==> config.mk <==
export PLATFORM = sky130hd
export DESIGN_NAME = pipeline_sub_flat
export DESIGN_NICKNAME = d
export VERILOG_FILES = /design/src/rtl/pipeline_sub_if.sv /design/src/rtl/pipeline_sub.sv /design/src/flat_wrapper.sv
export SDC_FILE = /design/constraint.sdc
export NUM_CORES = 1
export LEC_CHECK = 0
export BUFFER_PORTS_ARGS = -buffer_cell sky130_fd_sc_hd__buf_2
export CORE_MARGIN = 5
export CORE_UTILIZATION = 57
export CTS_CLUSTER_SIZE = 20
export DETAILED_ROUTE_END_ITERATION = 16
export HOLD_SLACK_MARGIN = 0.12
export PLACE_DENSITY = 0.87
export SYNTH_ARGS = -nofsm -noshare
export SYNTH_HDL_FRONTEND = slang
export SYNTH_SLANG_ARGS = --single-unit
==> constraint.sdc <==
create_clock -name clk -period 3.2 [get_ports clk]
set_clock_uncertainty 0.2 [all_clocks]
set_input_delay 0.32 -clock clk [delete_from_list [all_inputs] [get_ports clk]]
set_output_delay 0.32 -clock clk [all_outputs]
set_load 0.02 [all_outputs]
==> src/rtl/pipeline_sub_if.sv <==
// Operand/result handshake bundle for pipeline_sub: valid/ready on the operand side and on the result side.
// The master modport is the traffic source/sink; the slave modport is the subtractor itself.
interface pipeline_sub_if;
  logic       in_valid;
  logic       in_ready;
  logic [7:0] ina;
  logic [7:0] inb;
  logic       bin;
  logic       out_valid;
  logic       out_ready;
  logic [7:0] diff;
  logic       bout;

  modport master (
    output in_valid, ina, inb, bin, out_ready,
    input  in_ready, out_valid, diff, bout
  );

  modport slave (
    input  in_valid, ina, inb, bin, out_ready,
    output in_ready, out_valid, diff, bout
  );
endinterface

==> src/rtl/pipeline_sub.sv <==
// Four-stage 8-bit subtractor (2 bits per stage), result 4 cycles after acceptance.
// Backpressure: an unconsumed result freezes the whole pipeline and drops in_ready.
module pipeline_sub (
  input  logic          clk,
  input  logic          rst,
  pipeline_sub_if.slave io,
  output logic          busy
);

  typedef struct packed {
    logic       vld;
    logic [7:0] a;
    logic [7:0] b;
    logic       bi;
  } s0_t;

  typedef struct packed {
    logic       vld;
    logic [5:0] a;
    logic [5:0] b;
    logic [1:0] d;
    logic       br;
  } s1_t;

  typedef struct packed {
    logic       vld;
    logic [3:0] a;
    logic [3:0] b;
    logic [3:0] d;
    logic       br;
  } s2_t;

  typedef struct packed {
    logic       vld;
    logic [1:0] a;
    logic [1:0] b;
    logic [5:0] d;
    logic       br;
  } s3_t;

  typedef struct packed {
    logic       vld;
    logic [7:0] d;
    logic       br;
  } s4_t;

  s0_t s0;
  s1_t s1;
  s2_t s2;
  s3_t s3;
  s4_t s4;

  logic       stall;
  logic [2:0] r1;
  logic [2:0] r2;
  logic [2:0] r3;
  logic [2:0] r4;

  // 2-bit slice subtract; bit 2 of the 3-bit wrap is set exactly when the slice underflows.
  function automatic logic [2:0] sub2(input logic [1:0] x, input logic [1:0] y, input logic bi);
    return {1'b0, x} - {1'b0, y} - {2'b00, bi};
  endfunction

  assign stall       = s4.vld && !io.out_ready;
  assign io.in_ready = !stall;

  assign r1 = sub2(s0.a[1:0], s0.b[1:0], s0.bi);
  assign r2 = sub2(s1.a[1:0], s1.b[1:0], s1.br);
  assign r3 = sub2(s2.a[1:0], s2.b[1:0], s2.br);
  assign r4 = sub2(s3.a,      s3.b,      s3.br);

  always_ff @(posedge clk or posedge rst) begin
    if (rst) begin
      s0 <= '0;
      s1 <= '0;
      s2 <= '0;
      s3 <= '0;
      s4 <= '0;
    end else if (!stall) begin
      s0.vld <= io.in_valid;
      if (io.in_valid) begin
        s0.a  <= io.ina;
        s0.b  <= io.inb;
        s0.bi <= io.bin;
      end

      s1 <= '{vld: s0.vld, a: s0.a[7:2], b: s0.b[7:2], d: r1[1:0], br: r1[2]};
      s2 <= '{vld: s1.vld, a: s1.a[5:2], b: s1.b[5:2], d: {r2[1:0], s1.d}, br: r2[2]};
      s3 <= '{vld: s2.vld, a: s2.a[3:2], b: s2.b[3:2], d: {r3[1:0], s2.d}, br: r3[2]};
      s4 <= '{vld: s3.vld, d: {r4[1:0], s3.d}, br: r4[2]};
    end
  end

  assign io.out_valid = s4.vld;
  assign io.diff      = s4.d;
  assign io.bout      = s4.br;
  assign busy         = s0.vld | s1.vld | s2.vld | s3.vld | s4.vld;

endmodule

==> src/flat_wrapper.sv <==
// flat-port wrapper written by rule: the top's interface ports become plain ports
module pipeline_sub_flat 
  (clk, rst, busy, io_in_valid, io_ina, io_inb, io_bin, io_out_ready, io_in_ready, io_out_valid, io_diff, io_bout);
  pipeline_sub_if io_i ();
  input  logic clk;
  input  logic rst;
  output logic busy;
  input wire logic [$bits(io_i.in_valid)-1:0] io_in_valid;
  input wire logic [$bits(io_i.ina)-1:0] io_ina;
  input wire logic [$bits(io_i.inb)-1:0] io_inb;
  input wire logic [$bits(io_i.bin)-1:0] io_bin;
  input wire logic [$bits(io_i.out_ready)-1:0] io_out_ready;
  output wire logic [$bits(io_i.in_ready)-1:0] io_in_ready;
  output wire logic [$bits(io_i.out_valid)-1:0] io_out_valid;
  output wire logic [$bits(io_i.diff)-1:0] io_diff;
  output wire logic [$bits(io_i.bout)-1:0] io_bout;
  assign io_i.in_valid = io_in_valid;
  assign io_i.ina = io_ina;
  assign io_i.inb = io_inb;
  assign io_i.bin = io_bin;
  assign io_i.out_ready = io_out_ready;
  assign io_in_ready = io_i.in_ready;
  assign io_out_valid = io_i.out_valid;
  assign io_diff = io_i.diff;
  assign io_bout = io_i.bout;
  pipeline_sub u_core (.clk(clk), .rst(rst), .io(io_i), .busy(busy));
endmodule
== Yosys cells after proc, flatten, opt, wreduce, memory -nomap -nowiden ==
Cells that the tools add are included.

* $add $sub $neg: 8
* Multiply operators: 0
* Divide/modulo/power cells: 0
* $lt $le $gt $ge: 0
* Equality and inequality tests: 0
* Shifts and indexed selects: 0
* Mux-type cells: 0
* Bitwise operators: 5
* Reduce and logical (&&, ||, !) cells: 4

{| class="wikitable"
|+ Operator list
! kind !! count
|-
| $sub A2 B2 Y3 || 4
|-
| $sub A3 B1 Y3 || 4
|-
| $or A1 B1 Y1 || 4
|-
| $logic_not A1 Y1 || 2
|-
| $reduce_and A2 Y1 || 1
|-
| $logic_and A1 B1 Y1 || 1
|-
| $not A1 Y1 || 1
|}

* Register bits after elaboration: 70
* Latch bits: 0
* Memory bits (writable): 0
* ROM bits: 0
* Input port bits: 21
* Output and inout bits: 12
* Word-level logic and storage cells: 39
* Memories: 0

== Longest topological paths before layout ==
* Word-level depth: 4
* Gate-level depth with buffers: 8
* Depth with buffers taken out: 8

== Worst setup path before layout ==
OpenSTA, ideal clock, no wires.

* Path kind: register to register
* Start point: register u_core.s0[0] (netlist bit)
* End point: register u_core.s1[2] (netlist bit)
* Arrival time: 1.905 ns
* Setup slack: 0.978 ns
* Cell stages (with the launch flop): 9
* Path buffers: 0
* Period minus slack after synthesis: 2.222 ns
* Cell sequence: dfrtp_1 inv_1 fa_1 inv_1 ha_1 or2_2 fa_1 nand2_1 nand2_1

* Cells in the longest elaborated chain, start to end: 1

{| class="wikitable"
|+ Ends and longest elaborated chain
! item !! line !! RTL
|-
| from (decl) || pipeline_sub.sv:47 || <nowiki>s0_t s0;</nowiki>
|-
| $sub A3 B1 Y3 || pipeline_sub.sv:61 || <nowiki>return {1'b0, x} - {1'b0, y} - {2'b00, bi};</nowiki>
|-
| via u_core.r1[1] || pipeline_sub.sv:54 || <nowiki>logic [2:0] r1;</nowiki>
|-
| to (signal assigned) || pipeline_sub.sv:87 || <nowiki>s1 <= '{vld: s0.vld, a: s0.a[7:2], b: s0.b[7:2], d: r1[1:0], br: r1[2]};</nowiki>
|-
| to (decl) || pipeline_sub.sv:48 || <nowiki>s1_t s1;</nowiki>
|}

The timed path passes the listed nets, and every way through them passes these cells.
A chain may end at the register's enable or synchronous reset.

== Worst setup path after layout ==
Ends and elaborated chain as after synthesis.

==> run metrics <==
status=finished clean; I/O pin count=33; initial antenna violation count=0; final hold vios=0; GR Util All Layers=20.2%; post-synth cell types=20; number of synthesized flops with an enable pin=0; most frequent cells in the layout=nand2_1, dfrtp_1, buf_2; Arr. time, crit path=2.43 ns; HPWL after detailed placement=3320 µm; met2 WL=3010 µm; setup violators final=0; routed via count=2,037; Die W=81.9 µm; area grow syn2layout=19.6%; f_max=417 MHz; Most used DFF post-synth=dfrtp_1; mean area per synthesized cell=10.5 µm²; GRT overflow=0; Worst Setup SP=u_core.s0[0]$_DFFE_PP0P_; CTS buffer count=9; Starting Density=58.1%; Post-Syn Area=2950 µm²; syn_nets=314; Worst slew margin=25.5%; worst setup path end=u_core.s1[2]$_DFFE_PP0N_; htree depth=3; Port Buf Inserts=32; clk_lat worst skew=0.33 ns; antenna cells=0; vias per inst=5.02; GPL Wtd Cong=0.724; die area=6710 µm²; fin crit period=2.40 ns; DRC=0; # rows=26; Wirelength per Cell=14.2 µm; FILL cells=377; Die Ht=81.9 µm; CP max stage delay=0.56 ns; r2r setup slk=0.80 ns; Reg2Reg Depth=8; hold crit path type=primary input to register; async set-reset flop share out of synthesis=100%; CTS clk-pin slew, worst paths=0.07 ns; startpoint types=register; clock sinks=70; routed wire length=5750 µm; worst reg2reg endpoint=u_core.s1[2]$_DFFE_PP0N_; Power Density=991 nW/µm²; Final period util=74.9%; setup TNS=0 ns; metal3 WL=256 µm; Met1 Wirelength=2320 µm; worst hold slack=0.228 ns; drt pass-1 iters=6; slowest CP cell=fa_1; CP Max Fanout=2; CTS tree=yes; RSZ-0062 raised after global routing=no; RR Startpoint=u_core.s0[0]$_DFFE_PP0P_; sequential element share of the synthesized area=59.4%; Crit Path Class=register to register; Synth Warn #=0; layout cells sized above 1=20.8%; drt first-iter violations=140; Max IR drop VDD=0.000521 V; top layer in use=met4; Syn Inst Count=281; P_leak=1.85 nW; first-pass GRT wire length=9890 µm; CTS Buffer Depth=2; CP Data Required Time=3.23 ns; Final ANT Viol Nets=0; CTS resizes=0; Slew Viols, Final=0; critical path, cell by cell=inv_1, fa_1, inv_1, ha_1, or2_2, fa_1, nand2_1, nand2_1; crit end category=register; largest net degree at the start of global routing=64; Root Buffer=clkbuf_8; number of global-route vias before repair=2,159; max cap viols=0; Finished Core Util=69.5%; synthesized flop and latch total=70; Least-Margin Pin Slew=1.12 ns; Final nets=366; commonest non-fill, non-tap cell in the layout=nand2_1; Placeable Area=5070 µm²
## how the worst min path moves through the flow
| stage | from | end | cells after the start |
|---|---|---|---|
| floorplan | u_core.s1[11]$_DFFE_PP0N_ | u_core.s1[11]$_DFFE_PP0N_ | 2 |
| global placement | u_core.io.diff[4]$_DFFE_PP0N_ | u_core.io.diff[4]$_DFFE_PP0N_ | 2 |
| detailed placement | u_core.io.diff[5]$_DFFE_PP0N_ | u_core.io.diff[5]$_DFFE_PP0N_ | 2 |
| CTS | io_in_valid | u_core.s0[17]$_DFFE_PP0N_ | 3 |
| global route | io_in_valid | u_core.s0[17]$_DFFE_PP0N_ | 3 |
| finish | io_in_valid | u_core.s0[17]$_DFFE_PP0N_ | 3 |
## cells in the mapped netlist (4+ instances only)
| library cell | number | area (µm²) |
|---|---|---|
| a21oi_1 | 4 | 20.0 |
| clkbuf_1 | 8 | 30.0 |
| dfrtp_1 | 70 | 1750 |
| fa_1 | 8 | 160 |
| ha_1 | 4 | 50.1 |
| inv_1 | 17 | 63.8 |
| mux2_2 | 8 | 90.1 |
| mux2_4 | 9 | 135 |
| nand2_1 | 126 | 473 |
| nor2_1 | 5 | 18.8 |
| o21ai_0 | 9 | 45.0 |
## kinds of logic (layout without fill, tap and decap cells)
kind of cell / after synthesis / count (layout) / share of synthesized area, %
simple gates: 137 / 137 / 18.3
compound gates: 13 / 13 / 2.21
flops: 70 / 70 / 59.4
mux: 17 / 17 / 7.64
fa+ha+maj: 12 / 12 / 7.13
buf+inv: 30 / 85 / 4.67
xor+xnor: 2 / 2 / 0.594
## cell type report
cell class	count	area [µm²]	share of cell area [%]
inverter	18	75.1	2.13
sequential	70	1750	49.7
timing repair buffer	53	363	10.3
clock inverter	1	30.0	0.852
multi-input combinational	181	1060	30.0
tap	70	87.6	2.48
clock buffer	13	159	4.51
## sequential cells by signal (all words and copies together) (netlist names)
register             count
u_core.io.diff           8
u_core.s1               16
u_core.io.bout           1
u_core.s3               12
u_core.io.out_valid      1
u_core.s0               18
u_core.s2               14
## layer usage
layer,global-route usage [%],vias to the layer above
met5,0,-
met4,12.8,0
met3,5.59,19
met2,33.4,58
met1,23.0,999
li1,-,961
## power by group
group / switching (W) / internal (W) / total, W
Sequential: 0.000226 / 0.00128 / 0.00151
Clock: 0.000301 / 0.000395 / 0.000696
Combinational: 0.000748 / 0.000539 / 0.00129
## repair_timing
item / CTS / global route
endpoints found under the hold margin: 70 / 0
hold buffers: 18 / 0
setup buffers: 0 / 0
## critical path, delay by kind of cell, from the launching register on
family	cells	cell delay, ns
buf+inv	2	0.13
fa+ha+maj	3	1.20
flops	1	0.35
simple gates	3	0.41
## per-stage QoR
stage	setup slack [ns]	instances	instance area (µm²)	power (W)
2_1_floorplan	0.912	281	2950	0.00242
3_3_place_gp	0.958	374	3160	0.00263
3_5_place_dp	0.867	374	3160	0.00275
4_1_cts	0.866	406	3520	0.00350
5_1_grt	0.773	406	3520	0.00378
6_report	0.804	406	3520	0.00349
Power figures use the tool's default switching activity.
